==> src/rtl/dsr_shift_pipe_n_s.sv <==
// Pipelined barrel shifter: left, logical and arithmetic right, sticky.
// Bubble-collapsing valid/ready stages, one register per PIPE_EVERY levels.
module dsr_shift_pipe_n_s #(
   parameter int N          = 32,
   parameter int S          = 5,
   parameter int PIPE_EVERY = 2
) (
   input  logic         clk,
   input  logic         rst_n,
   input  logic         in_valid,
   output logic         in_ready,
   input  logic [N-1:0] in_data,
   input  logic [S-1:0] in_shamt,
   input  logic         in_dir,
   input  logic         in_arith,
   output logic         out_valid,
   input  logic         out_ready,
   output logic [N-1:0] out_data,
   output logic         out_sticky
);

   localparam int L = (S + PIPE_EVERY - 1) / PIPE_EVERY;

   typedef struct packed {
      logic [N-1:0] d;
      logic         st;
      logic [S-1:0] sh;
      logic         dir;
      logic         ar;
   } stg_t;

   stg_t         r  [L];
   stg_t         nx [L];
   logic [L-1:0] v;
   logic [L-1:0] uv;
   logic [L-1:0] adv;

   // One shift level by a; the current msb is the sign for arithmetic
   // right shifts, since that fill keeps the msb unchanged.
   function automatic stg_t lvl(stg_t t, int a);
      logic         fill;
      logic [N-1:0] ones;
      fill = t.dir & t.ar & t.d[N-1];
      ones = '1;
      if (a >= N) begin
         t.st = t.st | (|t.d);
         t.d  = {N{fill}};
      end else if (!t.dir) begin
         t.st = t.st | (|(t.d >> (N - a)));
         t.d  = t.d << a;
      end else begin
         t.st = t.st | (|(t.d & ~(ones << a)));
         t.d  = (t.d >> a) | ({N{fill}} & ~(ones >> a));
      end
      return t;
   endfunction

   // Stage inputs from upstream, then the shift levels each stage owns.
   always_comb begin
      nx[0].d   = in_data;
      nx[0].st  = 1'b0;
      nx[0].sh  = in_shamt;
      nx[0].dir = in_dir;
      nx[0].ar  = in_arith;
      uv[0]     = in_valid;
      for (int k = 1; k < L; k++) begin
         nx[k] = r[k-1];
         uv[k] = v[k-1];
      end
      for (int k = 0; k < L; k++) begin
         for (int i = 0; i < S; i++) begin
            if ((i / PIPE_EVERY) == k && nx[k].sh[i])
               nx[k] = lvl(nx[k], 1 << i);
         end
      end
   end

   // Stage k may advance when it or any stage below it has a hole.
   always_comb begin
      adv = '0;
      for (int k = 0; k < L; k++) begin
         logic a;
         a = out_ready;
         for (int j = k; j < L; j++)
            a = a | ~v[j];
         adv[k] = a;
      end
   end

   // Stage registers; a stalled stage keeps its contents.
   always_ff @(posedge clk or negedge rst_n) begin
      if (!rst_n) begin
         v <= '0;
         for (int k = 0; k < L; k++)
            r[k] <= '0;
      end else begin
         for (int k = 0; k < L; k++) begin
            if (adv[k]) begin
               v[k] <= uv[k];
               r[k] <= nx[k];
            end
         end
      end
   end

   assign in_ready   = adv[0];
   assign out_valid  = v[L-1];
   assign out_data   = r[L-1].d;
   assign out_sticky = r[L-1].st;

endmodule

==> config.mk <==
export PLATFORM = sky130hd
export DESIGN_NAME = dsr_shift_pipe_n_s
export DESIGN_NICKNAME = d
export VERILOG_FILES = /design/src/rtl/dsr_shift_pipe_n_s.sv
export SDC_FILE = /design/constraint.sdc
export NUM_CORES = 1
export LEC_CHECK = 0
export BUFFER_PORTS_ARGS = -buffer_cell sky130_fd_sc_hd__buf_2
export CORE_ASPECT_RATIO = 2
export CORE_UTILIZATION = 35
export DETAILED_ROUTE_END_ITERATION = 6
export GPL_TIMING_DRIVEN = 0
export PLACE_DENSITY = 0.59
export RECOVER_POWER = 50
export SYNTH_ARGS = -nofsm -noshare
export SYNTH_HDL_FRONTEND = slang
export SYNTH_SLANG_ARGS = --single-unit
==> constraint.sdc <==
create_clock -name clk -period 1.65 [get_ports clk]
set_input_delay 0.495 -clock clk [delete_from_list [all_inputs] [get_ports clk]]
set_output_delay 0.495 -clock clk [all_outputs]
set_load 0.01 [all_outputs]
==> flow_summary.yaml, run 1 <==
status:
  status: "complete, but fails checks"
  violations: "negative setup slack"
grt:
  antenna_found_initial: 0
  grt_pass1_wl_mm: 41.6
  grt_overflow: 0
  grt_pass1_vias: 7197
  grt_max_degree: 59
  grt_usage_pct: 27.2
layout:
  nFillCells: 1993
  syn2layout_area_growth_pct: 30.1
  fin_util_pct: 46.8
  layout.nets: 1037
  fin_cells: 1261
  antennaDiodeCount: 0
  drive_above_1_share_pct: 32.5
placement:
  io_buffers: 74
  dp_cells: 1210
  pre_cts_ws_ns: -0.645
  dpl.hpwl_mm: 21.0
  place_congestion: 0.989
critical_path:
  path_cells: "buf_6, buf_12, mux2i_4, a21oi_2, a22o_1, a221oi_4, nor2_1"
  required_ns: 1.89
  cp.arrival_ns: 2.17
  critPathMaxFanout: 6
  criticalPathCategory: "register to register"
  worst_setup_path_end_kind: "register"
  slowest_delay_ns: 0.48
  start_kind: "register"
  cp_slowest_cell: "a221oi_4"
floorplanning:
  die_y_um: 205
  start_util_pct: 35.9
  coreArea_mm2: 0.0200
  rows: 73
  ios: 78
  die_width_um: 103
  die-area_mm2: 0.0211
clock_tree:
  clockBufferDepth: 2
  cts_sinks: 110
  htreeDepth: 3
  cts_tree: "yes"
  hold_buffers: 0
  clockRootBuffer: "clkbuf_16"
  cts_buffers: 9
  clk_pin_slew_ns: 0.08
  insertion_delay_ns: 0.36
yosys:
  synth.distinct_cells: 47
  syn_nets: 916
  ys_async_sr_fraction_pct: 100
  synthesis.area_mm2: 0.00719
  ys_ff_latch: 110
  ys.flop_type: "dfrtp_1"
  avgSynthCellArea_um2: 8.23
  synth_edf_count: 0
  synthCells: 873
  yosysSeqAreaShare_pct: 38.3
  synth_warnings: 0
sta:
  max_freq_mhz: 517
  final.setup_skew_ns: 0.00876
  fin_tns_setup_ns: -3.15
  final-setup-viol-count: 26
  finalHoldViolCount: 0
  rsz0062_at_grt: "true"
  tightestPinTransition_ns: 1.32
  final.min_clock_period_ns: 1.93
  drv_slew: 0
  slew-limit-headroom_pct: 11.9
  fin_ws_ns: -0.283
  period_share_pct: 117
power_and_ir_drop:
  total_power_mw: 10.4
  peakVddDrop_mv: 0.510
  powerDensity_mw_per_mm2: 1110
  leakagePower_nw: 3.97
detailed_routing:
  wl_per_cell_um: 21.4
  vias_per_cell: 5.61
  firstDrtPassIters: 5
  first_iter_violations: 220
  num_vias: 7074
  wl_mm: 27.0
  drc: 0
  ant_nets: 0
min_path:
  hold_path.class: "primary input to register"
run:
  max-cap-violations: 0
[cell usage in the layout (no fill, tap or decap), types with 19 or more instances in the layout]
cell,instances
a21oi_1,56
clkbuf_2,19
buf_2,84
a211oi_1,45
nor2_1,117
dfrtp_1,104
o21ai_0,65
nand2_1,103
mux2i_1,44
buf_4,64
o21ai_1,31
[final timing paths]
check | startpoint | endpoint | slack (ns) | cells past startpoint
min in group asynchronous | rst_n | r[98]$_DFFE_PN0P_ | 0.41 | 1
hold reg to reg | v[0]$_DFFE_PN0P_ | v[1]$_DFFE_PN0P_ | 0.46 | 1
hold / removal | in_valid | v[0]$_DFFE_PN0P_ | 0.33 | 2
setup reg to reg | r[81]$_DFFE_PN0P_ | r[51]$_DFFE_PN0P_ | -0.28 | 7
max in group asynchronous | rst_n | r[54]$_DFFE_PN0P_ | 0.19 | 2
setup / recovery | r[81]$_DFFE_PN0P_ | r[51]$_DFFE_PN0P_ | -0.28 | 7
[metrics by stage]
stage / instance area [µm²] / hold WS [ns]
after floorplan: 7220 / 0.199
after global placement: 7920 / 0.435
after detailed placement: 7950 / 0.444
after CTS: 9230 / 0.188
after global routing: 9350 / 0.332
final: 9350 / 0.332
[per-layer routing]
metal	routed length [µm]	GRT usage (%)	up-vias	share of wire (%)
met5	0	0	-	0
met2	14900	50.5	240	55
met1	8240	23.0	3348	31
li1	-	-	3359	-
met3	945	4.78	127	3.5
met4	2840	26.3	0	11
[power by group]
part | internal [mW] | leakage (nW) | switching [mW]
registers | 3.30 | 1.29 | 0.758
logic | 1.93 | 2.53 | 2.22
clock network | 1.12 | 0.146 | 1.05
total | 6.36 | 3.97 | 4.03
[worst max-delay path: cells and delay by family (launching register included)]
kind	cells	cell delay (ns)
AO/OA/AOI/OAI	3	0.81
buffers and inverters	2	0.30
flip-flops	1	0.41
multiplexers	1	0.23
AND/OR/NAND/NOR	1	0.07
[Yosys cell counts, types with 2 or more instances]
master	count	area, µm²
nand2b_1	6	37.5
buf_6	3	33.8
nor4_1	10	62.6
mux2i_4	2	45.0
o22ai_1	10	62.6
clkbuf_1	37	139
nand2_1	104	390
buf_4	43	323
a21boi_0	2	15.0
nand3_1	2	10.0
or4_1	2	15.0
mux2i_1	57	571
nor2b_1	13	81.3
mux2_4	2	30.0
a21oi_1	77	385
buf_2	21	105
o31ai_1	15	113
a31oi_1	10	62.6
o21ai_0	94	470
inv_1	6	22.5
buf_1	2	7.51
a21o_1	5	37.5
dfrtp_1	110	2750
inv_2	2	7.51
nor2_1	122	458
o21ai_1	5	25.0
mux2_2	13	146
a22o_1	5	43.8
a211oi_1	51	383
a221oi_1	21	184
and3_1	5	31.3
[final cells by class]
type,count,area (µm²),area share [%]
Multi-Input combinational cell,648,4380,46.8
Sequential cell,110,2760,29.5
Timing Repair Buffer,115,793,8.48
Buffer,101,757,8.09
Tap cell,262,328,3.51
Clock buffer,11,253,2.70
Inverter,9,45.0,0.482
Clock inverter,5,40.0,0.428
[cell families (layout without fill, tap and decap cells)]
logic type / Yosys count / after routing / share of synthesized area (%)
compound gates: 303 / 303 / 25.8
simple gates: 271 / 271 / 15.9
flops: 110 / 110 / 38.3
buf+inv: 115 / 241 / 8.93
mux: 74 / 74 / 11.0
[flip-flops by register name, summed over array words and instances, names as in the netlist]
signal and count:
r 74, out_data 32, v 3, out_sticky 1
[repair_timing]
action | in CTS | in global routing
hold endpoints to repair | 0 | 0
resized for setup | 168 | 57
buffers inserted | 33 | 7
setup endpoints to repair | 95 | 76
cloned | 4 | 0
pin swaps | 56 | 25
Power figures use the tool's default switching activity.
==> run 2, diff against run 1 <==
- PLACE_DENSITY: 0.59 -> 0.53
==> flow_summary.yaml, run 2 (synthesis results as in run 1) <==
sta:
  final.setup_skew_ns: 0.00530
  max_freq_mhz: 535
  finalHoldViolCount: 0
  slew-limit-headroom_pct: 20.9
  tightestPinTransition_ns: 1.19
  hold_slack_ns: 0.316
  rsz0062_at_grt: "true"
  final-setup-viol-count: 25
  fin_ws_ns: -0.221
  drv_slew: 0
  fin_tns_setup_ns: -1.73
  final.min_clock_period_ns: 1.87
  period_share_pct: 113
clock_tree:
  cts_tree: "yes"
  insertion_delay_ns: 0.37
  clk_pin_slew_ns: 0.07
  hold_buffers: 0
  htreeDepth: 3
  clockBufferDepth: 2
  cts_sinks: 110
  clockRootBuffer: "clkbuf_16"
  cts_buffers: 9
min_path:
  hold_path.class: "primary input to register"
  holdCritStartpoint: "in_valid"
layout:
  layout_common_cells: "nor2_1 (113), dfrtp_1 (105), nand2_1 (101)"
  final_common_cell: "nor2_1"
  regMostFlops: "r"
  drive_above_1_share_pct: 34.8
  nFillCells: 1979
  fin_cells: 1269
  seq_area_mm2: 0.00276
  multi_input_area_mm2: 0.00450
  antennaDiodeCount: 0
  final_area_mm2: 0.00949
  largest_reg_flops: 74
  layout.nets: 1045
  syn2layout_area_growth_pct: 32.0
grt:
  antenna_found_initial: 0
  grt_pass1_vias: 7335
  grt_overflow: 0
  grt_usage_pct: 27.8
  grt_max_degree: 65
  grt_pass1_wl_mm: 42.1
floorplanning:
  die_width_um: 103
  die_y_um: 205
  ios: 78
  die-area_mm2: 0.0211
  start_util_pct: 35.9
  rows: 73
  coreArea_mm2: 0.0200
placement:
  place_congestion: 0.955
  place_area_mm2: 0.00795
  dpl.hpwl_mm: 21.8
  io_buffers: 74
  dp_cells: 1210
detailed_routing:
  first_iter_violations: 229
  firstDrtPassIters: 5
  wl_per_cell_um: 22.0
  drc: 0
  vias_per_cell: 5.54
  ant_nets: 0
  wl_mm: 27.9
  num_vias: 7030
power_and_ir_drop:
  powerDensity_mw_per_mm2: 1100
  peakVddDrop_mv: 0.485
  leakagePower_nw: 4.03
critical_path:
  cp_slowest_cell: "dfrtp_2"
  setup.worst_path.start: "r[81]$_DFFE_PN0P_"
  critPathMaxFanout: 5
  start_kind: "register"
  criticalPathCategory: "register to register"
  slowest_delay_ns: 0.41
  worst_setup_path_end_kind: "register"
  cp.arrival_ns: 2.12
  path_cells: "buf_6, buf_12, mux2i_4, a21oi_2, a22o_1, a221oi_4, nor2_1"
  timing.rr.start: "r[81]$_DFFE_PN0P_"
  required_ns: 1.90
run:
  max-cap-violations: 0
status:
  status: "complete, but fails checks"
  violations: "negative setup slack"
run 2: path summary, 6_finish.rpt:
check | endpoint | slack [ns] | cells past startpoint
setup / recovery | r[51]$_DFFE_PN0P_ | -0.22 | 7
hold / removal | v[0]$_DFFE_PN0P_ | 0.32 | 2
setup reg to reg | r[51]$_DFFE_PN0P_ | -0.22 | 7
hold reg to reg | v[1]$_DFFE_PN0P_ | 0.47 | 1
max in group asynchronous | r[84]$_DFFE_PN0P_ | 0.22 | 2
min in group asynchronous | out_data[10]$_DFFE_PN0P_ | 0.35 | 1
run 2: through the flow:
step                utilization [%]  power (mW)  setup slack, ns
global route                   47.4        11.0           -0.279
finish                         47.4        10.5           -0.221
floorplan                         -        5.99          -0.0299
global placement               39.6        7.26            -1.23
detailed placement             39.7        7.30           -0.705
CTS                            46.2        10.2           -0.309
run 2: power breakdown:
group / switching (mW) / total [mW] / leakage [nW] / internal, mW
clock: 1.04 / 2.08 / 0.133 / 1.03
combinational: 2.31 / 4.34 / 2.60 / 2.03
sequential: 0.764 / 4.06 / 1.29 / 3.30
total: 4.12 / 10.5 / 4.03 / 6.36
run 2: critical path, delay by kind of cell, from the launching register on:
family / cells / cell delay, ns
buffers and inverters: 2 / 0.28
multiplexers: 1 / 0.22
AND/OR/NAND/NOR: 1 / 0.08
AO/OA/AOI/OAI: 3 / 0.75
flip-flops: 1 / 0.41
run 2: cell type report:
| type | instances | share of cell area, % |
|---|---|---|
| buffer | 100 | 7.52 |
| clock buffer | 10 | 2.41 |
| clock inverter | 6 | 0.462 |
| inverter | 9 | 0.448 |
| multi-input combinational | 648 | 47.4 |
| sequential | 110 | 29.1 |
| tap | 262 | 3.46 |
| timing repair buffer | 124 | 9.22 |
run 2: per-layer routing:
layer  track usage [%]  share of wire (%)
met1              22.0                 30
met5                 0                  0
met4              25.1                9.9
met3              3.72                2.7
met2              55.0                 57
run 2: timing repair:
item,in CTS,in global routing
gates cloned,2,1
gates resized for setup,177,84
buffers inserted,41,8
pin swaps,52,42
setup endpoints to repair,95,67
==> run 3, diff against run 2 <==
- CORE_MARGIN: default -> 10
==> flow_summary.yaml, run 3 (synthesis results as in run 1) <==
status:
  status: "complete, but fails checks"
  violations: "negative setup slack"
layout:
  drive_above_1_share_pct: 35.2
  final_common_cell: "nor2_1"
  layout_common_cells: "nor2_1 (113), dfrtp_1 (104), nand2_1 (102)"
  largest_reg_flops: 74
  antennaDiodeCount: 0
  nFillCells: 2035
  regMostFlops: "r"
  syn2layout_area_growth_pct: 33.2
  layout.nets: 1042
detailed_routing:
  firstDrtPassIters: 4
  first_iter_violations: 276
  wl_mm: 28.6
  drc: 0
  num_vias: 7072
  vias_per_cell: 5.57
  wl_per_cell_um: 22.5
  ant_nets: 0
sta:
  drv_slew: 0
  finalHoldViolCount: 0
  tightestPinTransition_ns: 1.43
  max_freq_mhz: 526
  period_share_pct: 115
  final-setup-viol-count: 29
  final.min_clock_period_ns: 1.90
  slew-limit-headroom_pct: 4.91
  fin_tns_setup_ns: -3.05
  fin_ws_ns: -0.252
  final.setup_skew_ns: 0.00773
  rsz0062_at_grt: "true"
min_path:
  holdCritStartpoint: "in_valid"
  whs_path_depth: 2
  hold_path.class: "primary input to register"
  worstHoldEndpoint: "v[0]$_DFFE_PN0P_"
critical_path:
  required_ns: 1.94
  timing.rr.start: "r[81]$_DFFE_PN0P_"
  r2r_slack_ns: -0.25
  critPathMaxFanout: 10
  worst_setup_path_end_kind: "register"
  cp.arrival_ns: 2.19
  criticalPathCategory: "register to register"
  worst_r2r_endpoint: "r[47]$_DFFE_PN0P_"
  r2r_cells: 7
  start_kind: "register"
floorplanning:
  die-area_mm2: 0.0270
  start_util_pct: 35.4
  rows: 74
  coreArea_mm2: 0.0203
  die_y_um: 223
  die_width_um: 121
  ios: 78
power_and_ir_drop:
  peakVddDrop_mv: 0.473
  leakagePower_nw: 4.03
  powerDensity_mw_per_mm2: 1140
  total_power_mw: 10.9
grt:
  grt_max_degree: 57
  antenna_found_initial: 0
  grt_usage_pct: 21.4
  grt_pass1_wl_mm: 44.2
  grt_overflow: 0
  grt_pass1_vias: 7714
placement:
  dpl.hpwl_mm: 22.9
  place_congestion: 0.949
  io_buffers: 74
  pre_cts_ws_ns: -0.657
clock_tree:
  cts_tree: "yes"
  cts_sinks: 110
  clockRootBuffer: "clkbuf_16"
  hold_buffers: 0
  htreeDepth: 3
  cts_buffers: 9
  clk_pin_slew_ns: 0.07
  insertion_delay_ns: 0.36
  clockBufferDepth: 2
run:
  max-cap-violations: 0
-- run 3: cell count changes in the layout (fill, tap and decap cells not counted), sizes merged --
cell and change:
clkinvlp +2, bufinv +2, buf -4, clkinv -3
-- run 3: how the worst max path moves through the flow --
| stage | cells past startpoint | slack (ns) | end | startpoint |
|---|---|---|---|---|
| final | 7 | -0.25 | r[47]$_DFFE_PN0P_ | r[81]$_DFFE_PN0P_ |
| after CTS | 6 | -0.34 | in_ready | v[2]$_DFFE_PN0P_ |
| after global placement | 1 | -1.26 | out_data[3]$_DFFE_PN0P_ | rst_n |
| after global routing | 7 | -0.28 | r[47]$_DFFE_PN0P_ | r[81]$_DFFE_PN0P_ |
| after floorplan | 6 | -0.03 | in_ready | out_ready |
| after detailed placement | 7 | -0.66 | r[51]$_DFFE_PN0P_ | r[81]$_DFFE_PN0P_ |
-- run 3: what timing repair did --
item	CTS	global route
pin swaps	53	34
gates cloned	3	0
setup endpoints to repair	95	75
gates resized for setup	167	89
buffers inserted	37	8
-- run 3: power breakdown --
group | internal, mW | switching, mW | total [mW]
logic | 2.05 | 2.32 | 4.37
registers | 3.30 | 0.784 | 4.09
clock network | 1.35 | 1.08 | 2.43
total | 6.71 | 4.19 | 10.9
-- run 3: cell type report --
cell class              count  area (µm²)  share of cell area [%]
flip-flops and latches    110        2760                    28.8
repair buffers            119         836                    8.74
clock buffers               9         225                    2.35
well taps                 266         333                    3.48
clock inverters             7         104                    1.09
inverters                   9        45.0                   0.471
multi-input cells         648        4520                    47.2
plain buffers             102         746                    7.79
-- run 3: worst max-delay path: stages (launching register included) --
cell and delay [ns]:
dfrtp_1 0.41, buf_6 0.17, buf_12 0.14, buf_8 0.17, nand2_1 0.11, a211oi_1 0.61, a2111oi_2 0.06, a31oi_1 0.15
-- run 3: through the flow --
| step | hold WS [ns] | instances | cell area (µm²) | util (%) |
|---|---|---|---|---|
| final | 0.320 | 1270 | 9570 | 47.2 |
| after global routing | 0.317 | 1270 | 9570 | 47.2 |
| after CTS | 0.197 | 1266 | 9230 | 45.5 |
| after detailed placement | 0.445 | 1214 | 7950 | 39.2 |
| after global placement | 0.438 | 1213 | 7920 | 39.1 |
| after floorplan | 0.199 | 873 | 7220 | - |
-- run 3: per-layer routing --
metal  GRT usage [%]  part of all wire, %
met1            17.2                   30
met2            41.5                   57
met3            2.82                  2.9
met4            20.1                   10
met5               0                    0
